**src/rtl/alu_op_sequencer.sv**
```systemverilog
// alu_op_sequencer: issues one encoded op at a time to a one-hot-select ALU and returns its 64-bit result.
// Build option ALU_SEQ_DIVZERO_EN: reject DIV with b_in == 0 (err=1, Z cleared) instead of issuing it.
module alu_op_sequencer #(
    parameter int unsigned MUL_WAIT = 1,
    parameter int unsigned DIV_WAIT = 2
) (
    input  logic        clk,
    input  logic        reset_n,
    input  logic        op_valid,
    output logic        op_ready,
    input  logic [3:0]  op_code,
    input  logic [31:0] a_in,
    input  logic [31:0] b_in,
    output logic [31:0] alu_a,
    output logic [31:0] alu_b,
    output logic [12:0] alu_sel,
    input  logic [63:0] alu_c,
    output logic [31:0] z_hi,
    output logic [31:0] z_lo,
    output logic        res_valid,
    input  logic        res_ready,
    output logic        err
);

    typedef enum logic [2:0] {
        S_IDLE,
        S_SETTLE,
        S_ISSUE,
        S_CAPTURE,
        S_DONE
    } state_t;

    localparam logic [3:0] OP_MUL = 4'd4;
    localparam logic [3:0] OP_DIV = 4'd5;
    localparam logic [3:0] OP_MAX = 4'd12;
    localparam logic [3:0] MUL_W  = 4'(MUL_WAIT);
    localparam logic [3:0] DIV_W  = 4'(DIV_WAIT);

    state_t      state_q, state_d;
    logic [3:0]  op_q, op_d;
    logic [31:0] a_q, a_d;
    logic [31:0] b_q, b_d;
    logic [3:0]  cnt_q, cnt_d;
    logic [31:0] z_hi_q, z_hi_d;
    logic [31:0] z_lo_q, z_lo_d;
    logic        err_q, err_d;
    logic        reject_q, reject_d;
    logic        zero_z_q, zero_z_d;
    logic        rdy_q;

    logic        accept;
    logic        illegal;
    logic        div_zero;
    logic [3:0]  wait_cnt;

    always_comb begin
`ifdef ALU_SEQ_DIVZERO_EN
        div_zero = (op_code == OP_DIV) && (b_in == 32'd0);
`else
        div_zero = 1'b0;
`endif
        illegal  = (op_code > OP_MAX);
        if (op_code == OP_MUL)      wait_cnt = MUL_W;
        else if (op_code == OP_DIV) wait_cnt = DIV_W;
        else                        wait_cnt = 4'd0;
    end

    assign accept = op_valid && op_ready;

    always_comb begin
        // NOTE: every next-state signal defaults to its register first, so no path can infer a latch.
        state_d  = state_q;
        op_d     = op_q;
        a_d      = a_q;
        b_d      = b_q;
        cnt_d    = cnt_q;
        z_hi_d   = z_hi_q;
        z_lo_d   = z_lo_q;
        err_d    = err_q;
        reject_d = reject_q;
        zero_z_d = zero_z_q;

        unique case (state_q)
            S_IDLE: begin
                if (accept) begin
                    op_d     = op_code;
                    a_d      = a_in;
                    b_d      = b_in;
                    cnt_d    = wait_cnt;
                    reject_d = illegal || div_zero;
                    zero_z_d = div_zero && !illegal;
                    // Rejected requests pass through CAPTURE so res_valid lands one edge after acceptance.
                    if (illegal || div_zero)  state_d = S_CAPTURE;
                    else if (wait_cnt != 4'd0) state_d = S_SETTLE;
                    else                       state_d = S_ISSUE;
                end
            end
            S_SETTLE: begin
                if (cnt_q <= 4'd1) state_d = S_ISSUE;
                else               cnt_d   = cnt_q - 4'd1;
            end
            S_ISSUE: begin
                state_d = S_CAPTURE;
            end
            S_CAPTURE: begin
                if (reject_q) begin
                    err_d = 1'b1;
                    if (zero_z_q) begin
                        z_hi_d = 32'd0;
                        z_lo_d = 32'd0;
                    end
                end else begin
                    err_d  = 1'b0;
                    z_hi_d = alu_c[63:32];
                    z_lo_d = alu_c[31:0];
                end
                state_d = S_DONE;
            end
            S_DONE: begin
                if (res_ready) state_d = S_IDLE;
            end
            default: state_d = S_IDLE;
        endcase
    end

    // NOTE: clocked state uses non-blocking assignments only, so every register samples pre-edge values.
    always_ff @(posedge clk or negedge reset_n) begin
        if (!reset_n) begin
            state_q  <= S_IDLE;
            op_q     <= 4'd0;
            a_q      <= 32'd0;
            b_q      <= 32'd0;
            cnt_q    <= 4'd0;
            z_hi_q   <= 32'd0;
            z_lo_q   <= 32'd0;
            err_q    <= 1'b0;
            reject_q <= 1'b0;
            zero_z_q <= 1'b0;
            rdy_q    <= 1'b0;
        end else begin
            state_q  <= state_d;
            op_q     <= op_d;
            a_q      <= a_d;
            b_q      <= b_d;
            cnt_q    <= cnt_d;
            z_hi_q   <= z_hi_d;
            z_lo_q   <= z_lo_d;
            err_q    <= err_d;
            reject_q <= reject_d;
            zero_z_q <= zero_z_d;
            rdy_q    <= 1'b1;
        end
    end

    // rdy_q keeps op_ready low while reset is held even though the state already reads IDLE.
    assign op_ready  = rdy_q && (state_q == S_IDLE);
    assign res_valid = (state_q == S_DONE);
    assign alu_sel   = (state_q == S_ISSUE) ? (13'd1 << op_q) : 13'd0;
    assign alu_a     = a_q;
    assign alu_b     = b_q;
    assign z_hi      = z_hi_q;
    assign z_lo      = z_lo_q;
    assign err       = err_q;

endmodule
```
**config.mk**
```make
export PLATFORM = sky130hd
export DESIGN_NAME = alu_op_sequencer
export DESIGN_NICKNAME = d
export VERILOG_FILES = /design/src/rtl/alu_op_sequencer.sv
export SDC_FILE = /design/constraint.sdc
export NUM_CORES = 1
export LEC_CHECK = 0
export CORE_MARGIN = 5
export CORE_UTILIZATION = 28
export DETAILED_ROUTE_END_ITERATION = 8
export MAX_ROUTING_LAYER = met4
export PLACE_DENSITY = 0.69
export SETUP_SLACK_MARGIN = 0.2
export SLEW_MARGIN = 20
export SYNTH_ARGS = -nofsm -noshare
export SYNTH_HDL_FRONTEND = slang
export SYNTH_SLANG_ARGS = --single-unit
```
**constraint.sdc**
```tcl
create_clock -name clk -period 2.21 [get_ports clk]
set_input_delay 0.442 -clock clk [delete_from_list [all_inputs] [get_ports clk]]
set_output_delay 0.442 -clock clk [all_outputs]
set_load 0.03 [all_outputs]
```
==> results.toml, run 1 <==
[logic_synthesis]
ys_ff_latch = 142
synth_cells = 366
syn_nets = 504
ys_types = 34
synth_top_cell_by_area = "dfrtp_1"
avgSynthCellArea_um2 = 16.1
yosys_most_used_dff = "dfrtp_1"
synth_area_leaders = "dfrtp_1 60%, mux2_4 17%, mux2_2 13%, buf_6 1.7%, nor2_1 0.89%"
synth_warnings = 0
synthArstFlopShare = 1.00
yosysTopAreaCellShare = 0.603
synth_edf_count = 0
syn-cell-area_mm2 = 0.00589
yosysSeqAreaShare = 0.603

[global_routing]
grt_max_degree = 77
grt_pass1_wl_um = 24700
grt.total_usage = 0.133
grt-ovfl-total = 0
grt_pass1_vias = 4569
antenna_found_initial = 0

[worst_setup_path]
required_ns = 1.77
crit_fanout = 4
cp-start-kind = "flop"
crit_chain = "nand2b_4 -> or4_4 -> nor3_2 -> buf_4"
end_kind = "output port"
cpMaxStageDelayCell = "or4_4"
critPathArrivalTime_ns = 1.75
path_class = "flop to output port"
cp_slowest_stage_delay_ns = 0.46

[final_layout]
mostFrequentLayoutCell = "clkdlybuf4s50_1"
antenna_cells = 0
final_cells = 949
n_fill_cell = 1842
nets = 800
mostFrequentLayoutCells = "263 x clkdlybuf4s50_1, 141 x dfrtp_1, 67 x mux2_4"
drive_above_1_share = 0.315
syn2layout_area_growth_pct = 64.7

[drt]
drc = 0
antenna_left = 0
viasPerCell = 4.31
vias = 4089
drt-initial-drc-count = 134
wl_per_cell_um = 16.6
first_pass_iters = 4
finalWirelength_um = 15800

[floorplan]
rows = 53
dieArea_mm2 = 0.0240
initial_core_util = 0.282
die_w_um = 155
die_h_um = 155
ioPinCount = 280
core_mm2 = 0.0209

[outcome]
status = "finished clean"

[timing]
timing.fmax_mhz = 457
drv_slew = 0
fin_skew_ns = 0.00762
rsz0062_at_grt = "true"
hold_violations = 0
setup-violations-final = 0
finalCritPeriodShare = 0.990
fin_crit_ns = 2.19

[placement]
io_buffers = 279
dp.cells = 912
dp_hpwl_um = 12100
place_congestion = 0.815

[clocking]
clock_sinks = 142
insertion_delay_ns = 0.41
clockBufferDepth = 2
cts_tree = "yes"
cts_buffers = 17
clockRootBuffer = "clkbuf_16"
htreeDepth = 4
clk_pin_slew_worst_paths_ns = 0.06

[run]
cap_viol_max_count = 0

[power_and_ir_drop]
leakagePower_nw = 4.25
power_density_mw_per_mm2 = 1640
fin_total_pwr_mw = 15.9
ir_worst_vdd_v = 0.000678

[hold_path]
min_path_type = "input pin to async pin"
Yosys cell counts (2+ instances only):
cell type	n
mux2_2	66
nor3_1	3
a21oi_1	2
nor4b_1	2
nand2b_1	3
nand2_1	8
ha_1	2
mux2i_1	2
mux2_4	67
nor2_1	14
a31oi_1	3
buf_6	9
dfrtp_1	142
buf_2	7
o21a_1	2
clkbuf_2	2
inv_1	3
o21ai_0	5
or4_1	2
nand3b_1	5
or3_1	4
flip-flops by register name, indices dropped and copies added (netlist names):
register  flops
op_q          4
err           1
alu_b        32
reject_q      1
state_q       3
rdy_q         1
alu_a        32
z_hi         32
z_lo         32
cnt_q         4
metal layers:
layer  up-vias  track usage  wire length (um)  share of wire
li1       1897            -                 -              -
met5         -            -                 0              0
met1      1998        0.157              6380           0.40
met2       178        0.220              7900           0.50
met3        16       0.0401              1260          0.080
met4         0       0.0395               239          0.015
final cells by class:
cell class	count	area, um^2	area share
Sequential cell	142	3550	0.366
Timing Repair Buffer	296	2950	0.304
Multi-Input combinational cell	202	2240	0.231
Clock buffer	18	429	0.0442
Tap cell	275	344	0.0355
Clock inverter	13	166	0.0172
Inverter	3	11.3	0.00116
per-stage QoR:
step / utilization / hold WS [ns] / TNS (ns) / worst slack [ns] / area, um^2
finish: 0.464 / 0.0249 / 0 / 0.0222 / 9700
floorplan: - / 0.146 / 0 / 0.215 / 5930
global placement: 0.432 / 0.472 / 0 / 0.0898 / 9020
global route: 0.464 / 0.0336 / -0.128 / -0.0384 / 9700
detailed placement: 0.432 / 0.473 / 0 / 0.0737 / 9020
CTS: 0.462 / 0.0264 / -0.00263 / -0.00263 / 9650
cell families (layout without fill, tap and decap cells):
group | after synthesis | in the layout | share of synthesized area
AO/OA/AOI/OAI | 16 | 16 | 0.0178
adder cells (fa/ha/maj) | 2 | 2 | 0.00425
buffers and inverters | 22 | 330 | 0.0274
flip-flops | 142 | 142 | 0.603
multiplexers | 135 | 135 | 0.300
other | 1 | 1 | 0.000637
AND/OR/NAND/NOR | 48 | 48 | 0.0463
worst max-delay path: cells and delay by family, from the launching register on:
family | cells | cell delay (ns)
and+or+nand+nor | 3 | 0.75
DFF | 1 | 0.41
buffers and inverters | 1 | 0.18
what timing repair did:
| item | 4_1_cts | 5_1_grt |
|---|---|---|
| endpoints found under the hold margin | 0 | 0 |
| setup endpoints to repair | 15 | 14 |
| resized for setup | 16 | 9 |
| gates cloned | 0 | 0 |
| pin swaps | 3 | 3 |
| hold buffers | 0 | 0 |
| setup buffers | 1 | 5 |
path summary, 6_finish.rpt:
check	cells past startpoint	start	end	slack (ns)
worst min register to register	1	z_lo[11]	z_lo[11]	0.50
worst min-delay path	2	reset_n	z_hi[30]	0.02
min in group clk	1	z_lo[11]	z_lo[11]	0.50
worst max register to register	6	state_q[2]	z_lo[12]	0.26
max in group asynchronous	2	reset_n	alu_a[8]	1.83
worst max-delay path	4	state_q[0]	alu_sel[0]	0.02
report_power, final:
group | total [mW] | leakage (nW) | switching [mW] | internal [mW]
clock | 2.87 | 0.283 | 1.09 | 1.78
combinational | 8.23 | 2.27 | 4.12 | 4.11
sequential | 4.77 | 1.70 | 0.848 | 3.92
total | 15.9 | 4.25 | 6.06 | 9.81
(Power assumes the default switching activity.)
==> run 2: changes to the inputs <==
- CTS_CLUSTER_SIZE: unset -> 16
- TNS_END_PERCENT: unset -> 20
==> results.toml, run 2 (same netlist as run 1, synthesis figures left out) <==
[outcome]
status = "complete, but fails checks"
violations = "setup timing"

[floorplan]
dieArea_mm2 = 0.0240
die_h_um = 155
ioPinCount = 280
die_w_um = 155
rows = 53
core_mm2 = 0.0209
initial_core_util = 0.282

[power_and_ir_drop]
power_density_mw_per_mm2 = 1650
switching_power_mw = 6.15
p_int_mw = 9.97
leakagePower_nw = 4.31
swShare = 0.381
power_frac_comb = 0.515
seqPwrFrac = 0.292
power_frac_clock = 0.193
ir_worst_vdd_v = 0.000773

[placement]
io_buffers = 279
dp_hpwl_um = 12300
place_congestion = 0.812
dp.cells = 917
dp_slack_ns = 0.0762
placed_area_mm2 = 0.00907

[global_routing]
grt_pass1_wl_um = 25900
grt_pass1_vias = 4742
grt-ovfl-total = 0
grt_max_degree = 65
grt.total_usage = 0.139
antenna_found_initial = 0

[timing]
finalCritPeriodShare = 1.03
hold_violations = 0
timing.fmax_mhz = 441
fin_crit_ns = 2.27
worst_slack_ns = -0.0595
holdWs_ns = 0.493
fin_skew_ns = 0.00920
setup-violations-final = 5
rsz0062_at_grt = "true"
drv_slew = 0

[clocking]
clockBufferDepth = 2
clk_pin_slew_worst_paths_ns = 0.06
cts_tree = "yes"
clock_sinks = 142
cts_buffers = 17
clockRootBuffer = "clkbuf_16"
insertion_delay_ns = 0.41
htreeDepth = 4

[hold_path]
min_path_type = "input pin to async pin"

[run]
cap_viol_max_count = 0

[worst_setup_path]
r2r.worst_path.cells = 6
end_kind = "output port"
crit_chain = "nand2b_4 -> buf_6 -> or4_4 -> nor2_1 -> buf_4"
cp_slowest_stage_delay_ns = 0.47
r2r_start = "state_q[0]"
cpMaxStageDelayCell = "or4_4"
r2r_slack_ns = 0.38
required_ns = 1.77
critPathArrivalTime_ns = 1.83
critPathLaunch = "state_q[0]"
path_class = "flop to output port"
r2r-end = "cnt_q[0]"
cp-start-kind = "flop"
crit_fanout = 4

[final_layout]
antenna_cells = 0
n_fill_cell = 1834
drive_above_1_share = 0.312
syn2layout_area_growth_pct = 66.3
mostFrequentLayoutCells = "260 x clkdlybuf4s50_1, 142 x dfrtp_1, 67 x mux2_4"
nets = 801
mostFrequentLayoutCell = "clkdlybuf4s50_1"
design_area_mm2 = 0.00979
final_cells = 951

[drt]
wl_per_cell_um = 17.0
viasPerCell = 4.31
finalWirelength_um = 16100
first_pass_iters = 4
vias = 4098
antenna_left = 0
drc = 0
drt-initial-drc-count = 128
[run 2: cell count changes in the layout (fill, tap and decap cells not counted), sizes merged]
cell	previous run	this run
clkdlybuf4s50	263	260
clkinv	5	2
dlymetal6s2s	0	3
inv	5	7
buf	32	33
bufinv	3	4
clkbuf	19	18
clkinvlp	3	4
dlygate4sd3	0	1
[run 2: layout make-up]
| type | instances | area (um^2) | share of cell area |
|---|---|---|---|
| clock buffer | 18 | 439 | 0.0448 |
| clock inverter | 14 | 205 | 0.0210 |
| inverter | 3 | 11.3 | 0.00115 |
| multi-input combinational | 202 | 2240 | 0.229 |
| sequential | 142 | 3550 | 0.363 |
| tap | 275 | 344 | 0.0351 |
| timing repair buffer | 297 | 3000 | 0.306 |
[run 2: power by group through the flow]
stage          Combinational, mW  Clock, mW  Sequential (mW)
2_1_floorplan               2.52          0             7.02
3_3_place_gp                8.16          0             4.69
3_5_place_dp                8.32          0             4.73
4_1_cts                     8.39       3.21             4.73
5_1_grt                     8.68       3.33             4.90
6_report                    8.30       3.11             4.71
[run 2: what timing repair did]
| item | CTS | global route |
|---|---|---|
| cloned | 0 | 0 |
| pin swaps | 1 | 2 |
| buffers inserted | 1 | 0 |
| resized for setup | 27 | 8 |
| setup endpoints to repair | 15 | 18 |
| hold buffers | 1 | 0 |
| endpoints found under the hold margin | 32 | 0 |
[run 2: per-layer routing]
metal / track usage / wire [um] / vias up
met5: - / 0 / -
met1: 0.166 / 6520 / 2015
met4: 0.0399 / 240 / 0
li1: - / - / 1892
met2: 0.228 / 8190 / 174
met3: 0.0439 / 1200 / 17
[run 2: per-stage QoR]
step / utilization / total power, mW / TNS (ns)
global placement: 0.434 / 12.8 / 0
global route: 0.469 / 16.9 / -0.966
floorplan: - / 9.54 / -0.133
CTS: 0.468 / 16.3 / -0.307
finish: 0.469 / 16.1 / -0.248
detailed placement: 0.434 / 13.0 / 0
[run 2: worst max-delay path, delay by kind of cell, from the launching register on]
| family | cells | cell delay (ns) |
|---|---|---|
| simple gates | 3 | 0.75 |
| flops | 1 | 0.38 |
| buf+inv | 2 | 0.28 |
[run 2: how the worst max path moves through the flow]
stage               slack [ns]  cells past startpoint           to
floorplan                -0.12                      5  alu_sel[11]
global placement          0.08                      6     cnt_q[0]
detailed placement        0.08                      6     cnt_q[0]
CTS                      -0.08                      5   alu_sel[0]
global route             -0.19                      6   alu_sel[8]
finish                   -0.06                      5   alu_sel[1]
